<file path="config.mk">
export PLATFORM = sky130hd
export DESIGN_NAME = fetch_decode_stage
export DESIGN_NICKNAME = d
export VERILOG_FILES = /design/src/rtl/fetch_decode_stage.sv
export SDC_FILE = /design/constraint.sdc
export NUM_CORES = 1
export LEC_CHECK = 0
export CELL_PAD_IN_SITES_DETAIL_PLACEMENT = 1
export CELL_PAD_IN_SITES_GLOBAL_PLACEMENT = 2
export CORE_MARGIN = 2
export CORE_UTILIZATION = 36
export DETAILED_ROUTE_END_ITERATION = 16
export GPL_TIMING_DRIVEN = 0
export PLACE_DENSITY_LB_ADDON = 0.2
export SETUP_SLACK_MARGIN = 0.3
export SLEW_MARGIN = 40
export SYNTH_ARGS = -nofsm -noshare
export SYNTH_HDL_FRONTEND = slang
export SYNTH_SLANG_ARGS = --single-unit
</file>
<file path="constraint.sdc">
create_clock -name clk -period 4.9 [get_ports clk]
set_input_delay 1.225 -clock clk [delete_from_list [all_inputs] [get_ports clk]]
set_output_delay 1.225 -clock clk [all_outputs]
set_load 0.02 [all_outputs]
</file>
<file path="src/rtl/fetch_decode_stage.sv">
`default_nettype none
// ============================================================================
//  Module      : fetch_decode_stage
//  Description : Instruction fetch unit with IF/ID pipeline register. Issues
//                in-order requests to instruction memory (one outstanding),
//                honours stall/flush/redirect from the hazard unit and uses
//                a one-entry skid buffer for responses landing during a
//                Decode stall.
//  Revision    : 1.0 - initial release
// ============================================================================
module fetch_decode_stage #(
   parameter int unsigned     XLEN     = 32,
   parameter logic [XLEN-1:0] RESET_PC = 32'h0000_0000,
   parameter logic [XLEN-1:0] NOP      = 32'h0000_0013
) (
   input  logic            clk,
   input  logic            rst_n,
   input  logic            StallFetch,
   input  logic            StallDecode,
   input  logic            FlushDecode,
   input  logic            ProgramCounterSourceExec,
   input  logic [XLEN-1:0] BranchTargetExec,
   output logic            imem_req_valid,
   input  logic            imem_req_ready,
   output logic [XLEN-1:0] imem_req_addr,
   input  logic            imem_rsp_valid,
   input  logic [XLEN-1:0] imem_rsp_data,
   output logic [XLEN-1:0] InstrDec,
   output logic [XLEN-1:0] PCDec,
   output logic [XLEN-1:0] PCPlus4Dec,
   output logic            ValidDec
);

   // FETCH: idle, WAIT: response wanted, DRAIN: response to be dropped
   typedef enum logic [1:0] {
      c_fetch = 2'd0,
      c_wait  = 2'd1,
      c_drain = 2'd2
   } state_t;

   localparam logic [XLEN-1:0] c_four = XLEN'(4);

   state_t          r_state;
   state_t          w_state_next;
   logic [XLEN-1:0] r_pc_f;
   logic [XLEN-1:0] r_req_pc;
   logic            r_skid_valid;
   logic [XLEN-1:0] r_skid_instr;
   logic [XLEN-1:0] r_skid_pc;

   logic w_redirect;
   logic w_skid_empty;
   logic w_rsp_direct;
   logic w_rsp_take;
   logic w_load_rsp;
   logic w_fill_skid;
   logic w_drain_skid;
   logic w_req_fire;

   assign w_redirect   = ProgramCounterSourceExec;
   assign w_skid_empty = ~r_skid_valid;
   assign w_rsp_direct = ~StallDecode & w_skid_empty;

   // A response in WAIT is kept unless a redirect kills it in the same cycle
   assign w_rsp_take   = (r_state == c_wait) & imem_rsp_valid & ~w_redirect;
   assign w_load_rsp   = w_rsp_take & w_rsp_direct;
   assign w_fill_skid  = w_rsp_take & ~w_rsp_direct;

   // Skid content is wrong-path on a redirect, so it is dropped, never loaded
   assign w_drain_skid = r_skid_valid & ~StallDecode & ~w_redirect;

   // Back-to-back issue is only allowed when the returning word can go
   // straight into IF/ID, which keeps the single skid entry sufficient
   assign imem_req_valid = rst_n & ~StallFetch & ~w_redirect & w_skid_empty &
                           ((r_state == c_fetch) |
                            ((r_state == c_wait) & imem_rsp_valid & w_rsp_direct));
   assign imem_req_addr  = r_pc_f;
   assign w_req_fire     = imem_req_valid & imem_req_ready;

   // State register
   always_ff @(posedge clk or negedge rst_n) begin
      if (!rst_n) r_state <= c_fetch;
      else        r_state <= w_state_next;
   end

   // Next-state logic; unused encoding falls back to FETCH
   always_comb begin
      w_state_next = r_state;
      case (r_state)
         c_fetch: begin
            if (w_req_fire) w_state_next = c_wait;
         end
         c_wait: begin
            if (w_redirect)          w_state_next = imem_rsp_valid ? c_fetch : c_drain;
            else if (imem_rsp_valid) w_state_next = w_req_fire ? c_wait : c_fetch;
         end
         c_drain: begin
            if (imem_rsp_valid) w_state_next = c_fetch;
         end
         default: w_state_next = c_fetch;
      endcase
   end

   // Fetch PC (redirect wins over sequential advance) and outstanding PC
   always_ff @(posedge clk or negedge rst_n) begin
      if (!rst_n) begin
         r_pc_f   <= RESET_PC;
         r_req_pc <= '0;
      end else begin
         if (w_redirect)      r_pc_f <= BranchTargetExec;
         else if (w_req_fire) r_pc_f <= r_pc_f + c_four;
         if (w_req_fire)      r_req_pc <= r_pc_f;
      end
   end

   // Skid buffer: catch a response Decode cannot take, release when it can
   always_ff @(posedge clk or negedge rst_n) begin
      if (!rst_n) begin
         r_skid_valid <= 1'b0;
         r_skid_instr <= '0;
         r_skid_pc    <= '0;
      end else if (w_redirect) begin
         r_skid_valid <= 1'b0;
      end else if (w_fill_skid) begin
         r_skid_valid <= 1'b1;
         r_skid_instr <= imem_rsp_data;
         r_skid_pc    <= r_req_pc;
      end else if (w_drain_skid) begin
         r_skid_valid <= 1'b0;
      end
   end

   // IF/ID register: flush beats stall beats load; idle loads a bubble
   always_ff @(posedge clk or negedge rst_n) begin
      if (!rst_n) begin
         InstrDec   <= NOP;
         PCDec      <= '0;
         PCPlus4Dec <= '0;
         ValidDec   <= 1'b0;
      end else if (FlushDecode) begin
         InstrDec   <= NOP;
         PCDec      <= '0;
         PCPlus4Dec <= '0;
         ValidDec   <= 1'b0;
      end else if (!StallDecode) begin
         if (w_load_rsp) begin
            InstrDec   <= imem_rsp_data;
            PCDec      <= r_req_pc;
            PCPlus4Dec <= r_req_pc + c_four;
            ValidDec   <= 1'b1;
         end else if (w_drain_skid) begin
            InstrDec   <= r_skid_instr;
            PCDec      <= r_skid_pc;
            PCPlus4Dec <= r_skid_pc + c_four;
            ValidDec   <= 1'b1;
         end else begin
            InstrDec   <= NOP;
            PCDec      <= '0;
            PCPlus4Dec <= '0;
            ValidDec   <= 1'b0;
         end
      end
   end

endmodule
`default_nettype wire

</file>
==> reports/qor.yml, run 1 <==
clocking:
  cts.sinks: 226
  clkLatencyLatePin_ns: 0.55
  ctsLongestPathBuffers: 3
  hold_buffers: 0
  cts_tree: "built"
  htree_levels: 1
  cts_setup_buffers: 0
  cts_buffers: 27
  cts_root_buffer: "clkbuf_16"
  ctsResizeCount: 0
  clk_pin_slew_ns: 0.06
sta:
  max_freq_ghz: 0.231
  fin_crit_ns: 4.33
  totalNegativeSetupSlack_ns: 0
  setup_violations: 0
  finalCritPeriodShare_pct: 88.3
  final_hold_viol_count: 0
  tightest_slew_ns: 0.780
  drv_slew: 0
  relSlewSlack_pct: 48.0
  skew_ns: 0.0112
  rsz0062_at_grt: "false"
logic_synthesis:
  synthCells: 1069
  ys_top_cells_by_count: "dfrtp_1 (223), nand2_1 (189), nor2_1 (70), o21ai_0 (61), mux2_2 (59)"
  yosys-top-cells-area: "dfrtp_1 (51%), nand2_1 (6.5%), mux2_2 (6.1%), a222oi_1 (3.6%), o21ai_0 (2.8%)"
  yosysTopAreaCell: "dfrtp_1"
  yosysSeqAreaShare_pct: 52.2
  synth_top_flop_cell: "dfrtp_1"
  synth_edf_count: 0
  postSynthRegisterBits: 226
  synthArstFlopShare_pct: 100
  avgSynthCellArea_um2: 10.1
  yosysMostFrequentCell: "dfrtp_1"
  synth_top_area_share_pct: 51.5
  ys_types: 64
  synth_nets: 1144
  yosys_warnings: 0
  netlist_area_um2: 10800
global_route:
  grt_pass1_vias: 9963
  overflow: 0
  antenna_found_initial: 1
  grt_max_degree: 74
  grt_pass1_wl_mm: 58.0
  track_usage_pct: 23.4
floorplanning:
  die_w_um: 178
  rows: 63
  fp.dieH_um: 178
  ioPinCount: 202
  start_util_pct: 36.6
  core_region_area_um2: 29600
  die-area_um2: 31500
placement:
  place_hpwl_mm: 26.7
  io_buffer_count: 201
  post_dp_cell_area_um2: 13400
  routabilityCongestion: 0.844
setup_path:
  reg2reg_depth: 6
  startpoint: "ProgramCounterSourceExec"
  worst_r2r_startpoint: "imem_req_addr[2]$_DFFE_PN0P_"
  crit_arrival_ns: 3.10
  cp_max_fo: 7
  cp-endpoint: "imem_req_valid"
  r2r-end: "imem_req_addr[24]$_DFFE_PN0P_"
  regToRegSetupSlack_ns: 2.34
  crit_path_end_kind: "primary output"
  worstPathRequired_ns: 3.67
  worstSetupPathType: "primary input to primary output"
  cp-start-kind: "primary input"
power:
  p_leak_nw: 6.04
  cellPowerDensity_nw_per_um2: 356
  combPwrFrac_pct: 13.4
  p_sw_mw: 1.43
  swShare_pct: 27.8
  pwr-share-seq_pct: 44.3
  ir_worst_vdd_uv: 242
  power.share.clock_pct: 42.2
  p_int_mw: 3.70
layout:
  area_growth_pct: 32.8
  fin_nets: 1377
  antenna_cells: 0
  layout-drive-gt1-share_pct: 12.3
  stdcell_area_um2: 14400
routing:
  via_per_inst: 5.54
  vias: 9486
  ant_nets: 0
  drt_pass1_iterations: 5
  drcViolationCount: 0
  wl_mm: 36.6
  routedWlPerCell_um: 21.4
  drt_iter0_drc: 616
run:
  max_cap_viol_count: 0
run_status:
  outcome: "completed"
min_path:
  hold_path.class: "flip-flop to flip-flop"
[through the flow]
| stage | cells | utilization (%) | setup WS, ns | total power [mW] | hold slack, ns |
|---|---|---|---|---|---|
| 2_1_floorplan | 1069 | - | 1.76 | 2.61 | 0.463 |
| 3_3_place_gp | 1660 | 45.0 | -7.56 | 2.96 | 0.460 |
| 3_5_place_dp | 1663 | 45.3 | 0.615 | 2.98 | 0.466 |
| 4_1_cts | 1712 | 48.6 | 0.600 | 5.17 | 0.481 |
| 5_1_grt | 1712 | 48.6 | 0.478 | 5.36 | 0.508 |
| 6_report | 1712 | 48.6 | 0.574 | 5.12 | 0.474 |
[power groups by stage]
| stage | registers (mW) | logic [mW] | clock network [mW] |
|---|---|---|---|
| 4_1_cts | 2.27 | 0.696 | 2.21 |
| 3_5_place_dp | 2.30 | 0.688 | 0 |
| 6_report | 2.27 | 0.689 | 2.16 |
| 3_3_place_gp | 2.29 | 0.665 | 0 |
| 2_1_floorplan | 2.25 | 0.367 | 0 |
| 5_1_grt | 2.30 | 0.765 | 2.30 |
[area by class of cell]
cell class	count	area, µm²
Fill cell	3328	15200
Sequential cell	226	5660
Multi-Input combinational cell	747	4780
Timing Repair Buffer	204	2100
Clock buffer	36	759
Tap cell	390	488
Buffer	81	360
Clock inverter	13	203
Inverter	15	56.3
[flip-flops by register name, indices dropped and copies added, names as in the netlist]
name / count
PCDec: 32
ValidDec: 1
r_state: 2
r_skid_pc: 32
r_skid_instr: 32
InstrDec: 32
r_req_pc: 32
PCPlus4Dec: 30
r_skid_valid: 1
imem_req_addr: 32
[critical path, stage by stage]
cell             delay [ns]
clkdlybuf4s50_1        0.59
nor4_2                 0.43
o211a_1                0.24
clkdlybuf4s50_1        0.61
[layout by cell type, fill, tap and decap left out, types with 5 or more instances in the layout]
cell type        count
dfrtp_1            223
clkbuf_8             5
or4_1                5
bufinv_16            5
o311ai_0             9
xnor2_1             28
a21oi_1             20
buf_2               25
clkbuf_16           27
a222oi_1            39
or3_1                8
nor2b_1              5
mux2_2              59
o211ai_1            16
nor3_1              13
mux2i_1             23
clkdlybuf4s50_1    200
nor4_1               8
nor2_1              70
and2_1               5
clkbuf_2             5
a22oi_1             11
buf_4                5
xor2_1              17
and3_1               9
nand3_1             41
o21ai_0             61
clkbuf_1            46
and4_1               8
inv_1               15
nand4_1             33
a221o_1             11
nand2_1            189
[per-layer routing]
layer	global-route usage, %	routed length [µm]	up-vias
li1	-	-	4374
met1	33.3	16700	4805
met2	38.2	17400	274
met3	3.75	2080	31
met4	3.93	425	2
met5	0	13	-
[worst min path at each step]
stage / start / to / slack [ns] / cells past startpoint
finish: ValidDec$_DFFE_PN0P_ / ValidDec$_DFFE_PN0P_ / 0.47 / 2
global route: PCDec[17]$_DFFE_PN0P_ / PCDec[17]$_DFFE_PN0P_ / 0.51 / 2
CTS: ValidDec$_DFFE_PN0P_ / ValidDec$_DFFE_PN0P_ / 0.48 / 2
detailed placement: ValidDec$_DFFE_PN0P_ / ValidDec$_DFFE_PN0P_ / 0.47 / 2
global placement: ValidDec$_DFFE_PN0P_ / ValidDec$_DFFE_PN0P_ / 0.46 / 2
floorplan: r_req_pc[0]$_DFFE_PN0P_ / r_req_pc[0]$_DFFE_PN0P_ / 0.46 / 2
[kinds of logic (layout without fill, tap and decap cells)]
kind of cell,count (synthesis),in the layout,synth area share (%)
AO/OA/AOI/OAI,204,204,13.7
XOR/XNOR,45,45,3.63
adder cells (fa/ha/maj),3,3,0.346
buffers and inverters,96,349,3.84
flip-flops,226,226,52.2
multiplexers,82,82,8.25
AND/OR/NAND/NOR,413,413,18.0
Power figures use the tool's default switching activity.
==> inputs of run 2 (changes only) <==
Settings changed: PLACE_DENSITY set to 0.93, PLACE_DENSITY_LB_ADDON 0.2 to not set, SETUP_SLACK_MARGIN 0.3 to 0.02.
==> run 2 against run 1 <==
Net effect: sequential share of layout area rose by 0.42 points; sequential power about the same; combinational power about the same; clock power decreased by 14%; largest cell class unchanged; largest power group unchanged; highest routed layer is now met4.
==> reports/qor.yml, run 2 (synthesis gave the netlist of run 1 again) <==
run_status:
  outcome: "completed"  # unchanged
power:
  power_mw: 4.82  # was 5.12 mW
  cellPowerDensity_nw_per_um2: 338  # was 356 nW/µm²
  ir_worst_vdd_uv: 253  # was 242 µV
  p_leak_nw: 5.97  # was 6.04 nW
global_route:
  track_usage_pct: 23.1  # was 23.4%
  grt_pass1_wl_mm: 57.5  # was 58.0 mm
  antenna_found_initial: 1  # unchanged
  overflow: 0  # unchanged
  grt_pass1_vias: 10185  # was 9963
  grt_max_degree: 75  # was 74
layout:
  layout-drive-gt1-share_pct: 11.9  # was 12.3%
  final_cell_mix: "dfrtp_1 (223), clkdlybuf4s50_1 (200), nand2_1 (189), nor2_1 (70), o21ai_0 (61)"  # unchanged
  final_common_cell: "dfrtp_1"  # unchanged
  final_cells: 1709  # was 1712
  fin_util_pct: 48.1  # was 48.6%
  antenna_cells: 0  # unchanged
  fillCellCount: 3358  # was 3328
  fin_nets: 1376  # was 1377
  area_growth_pct: 31.4  # was 32.8%
min_path:
  hold_path.class: "flip-flop to flip-flop"  # unchanged
floorplanning:
  core_region_area_um2: 29600  # unchanged
  rows: 63  # unchanged
  die_w_um: 178  # unchanged
  die-area_um2: 31500  # unchanged
  ioPinCount: 202  # unchanged
  start_util_pct: 36.6  # unchanged
  fp.dieH_um: 178  # unchanged
clocking:
  cts_root_buffer: "clkbuf_16"  # unchanged
  htree_levels: 1  # unchanged
  hold_buffers: 0  # unchanged
  clkLatencyLatePin_ns: 0.54  # was 0.55 ns
  cts_tree: "built"  # unchanged
  clk_pin_slew_ns: 0.05  # was 0.06 ns
  cts_buffers: 26  # was 27
  cts_setup_buffers: 0  # unchanged
  ctsResizeCount: 0  # unchanged
  cts.sinks: 226  # unchanged
  ctsLongestPathBuffers: 3  # unchanged
sta:
  tightest_slew_ns: 0.824  # was 0.780 ns
  drv_slew: 0  # unchanged
  totalNegativeSetupSlack_ns: 0  # unchanged
  relSlewSlack_pct: 45.1  # was 48.0%
  setup_violations: 0  # unchanged
  fin_crit_ns: 4.31  # was 4.33 ns
  skew_ns: 0.0120  # was 0.0112 ns
  finalCritPeriodShare_pct: 88.0  # was 88.3%
  final_hold_viol_count: 0  # unchanged
  max_freq_ghz: 0.232  # was 0.231 GHz
  rsz0062_at_grt: "false"  # unchanged
routing:
  vias: 9664  # was 9486
  ant_nets: 0  # unchanged
  drt_iter0_drc: 713  # was 616
  drt_pass1_iterations: 6  # was 5
  drcViolationCount: 0  # unchanged
  via_per_inst: 5.65  # was 5.54
  routedWlPerCell_um: 21.4  # about the same
  wl_mm: 36.5  # was 36.6 mm
placement:
  io_buffer_count: 201  # unchanged
  place_inst: 1663  # unchanged
  routabilityCongestion: 0.868  # was 0.844
  place_hpwl_mm: 26.4  # was 26.7 mm
setup_path:
  crit_arrival_ns: 3.09  # was 3.10 ns
  crit_path_end_kind: "primary output"  # unchanged
  worstPathRequired_ns: 3.67  # about the same
  cp_max_fo: 7  # unchanged
  worstSetupPathType: "primary input to primary output"  # unchanged
  regToRegSetupSlack_ns: 2.42  # was 2.34 ns
  cp-start-kind: "primary input"  # unchanged
run:
  max_cap_viol_count: 0  # unchanged
run 2: path summary, 6_finish.rpt:
| path | depth (start not counted) | to | startpoint |
|---|---|---|---|
| hold reg to reg | 2 | ValidDec$_DFFE_PN0P_ | ValidDec$_DFFE_PN0P_ |
| min in group asynchronous | 1 | imem_req_addr[21]$_DFFE_PN0P_ | rst_n |
| setup / recovery | 4 | imem_req_valid | ProgramCounterSourceExec |
| hold / removal | 2 | ValidDec$_DFFE_PN0P_ | ValidDec$_DFFE_PN0P_ |
| setup reg to reg | 6 | PCPlus4Dec[26]$_DFFE_PN0P_ | r_skid_pc[2]$_DFFE_PN0P_ |
| max in group asynchronous | 3 | InstrDec[4]$_DFFE_PN1P_ | rst_n |
run 2: final cells by class:
type                       instances  area [µm²]  area share (%)
timing repair buffer             204        2100            14.7
sequential                       226        5660            39.7
buffer                            81         360            2.53
inverter                          15        56.3           0.395
multi-input combinational        747        4780            33.5
clock buffer                      39         759            5.33
tap                              390         488            3.42
clock inverter                     7        50.0           0.351
run 2: metal layers:
metal / GRT usage [%] / wire [µm] / up-vias / part of all wire (%)
li1: - / - / 4368 / -
met1: 31.7 / 16200 / 4899 / 44
met2: 38.4 / 17300 / 340 / 47
met3: 2.98 / 2180 / 57 / 6.0
met4: 6.52 / 909 / 0 / 2.5
met5: 0 / 0 / - / 0
run 2: critical path: stages:
cell and delay, ns:
clkdlybuf4s50_1 0.59, nor4_2 0.43, o211a_1 0.23, clkdlybuf4s50_1 0.61
run 2: through the flow:
stage | hold WS [ns] | area (µm²) | setup WS (ns)
6_report | 0.474 | 14200 | 0.586
3_5_place_dp | 0.465 | 13400 | 0.599
3_3_place_gp | 0.461 | 13300 | -7.31
2_1_floorplan | 0.463 | 10800 | 1.76
5_1_grt | 0.500 | 14200 | 0.470
4_1_cts | 0.479 | 14200 | 0.585
run 2: power by group:
part           internal [mW]  leakage (nW)  switching, mW
Combinational          0.307          2.57          0.381
Clock                   1.07         0.402          0.787
Sequential              2.04          3.00          0.229
Total                   3.42          5.97           1.40
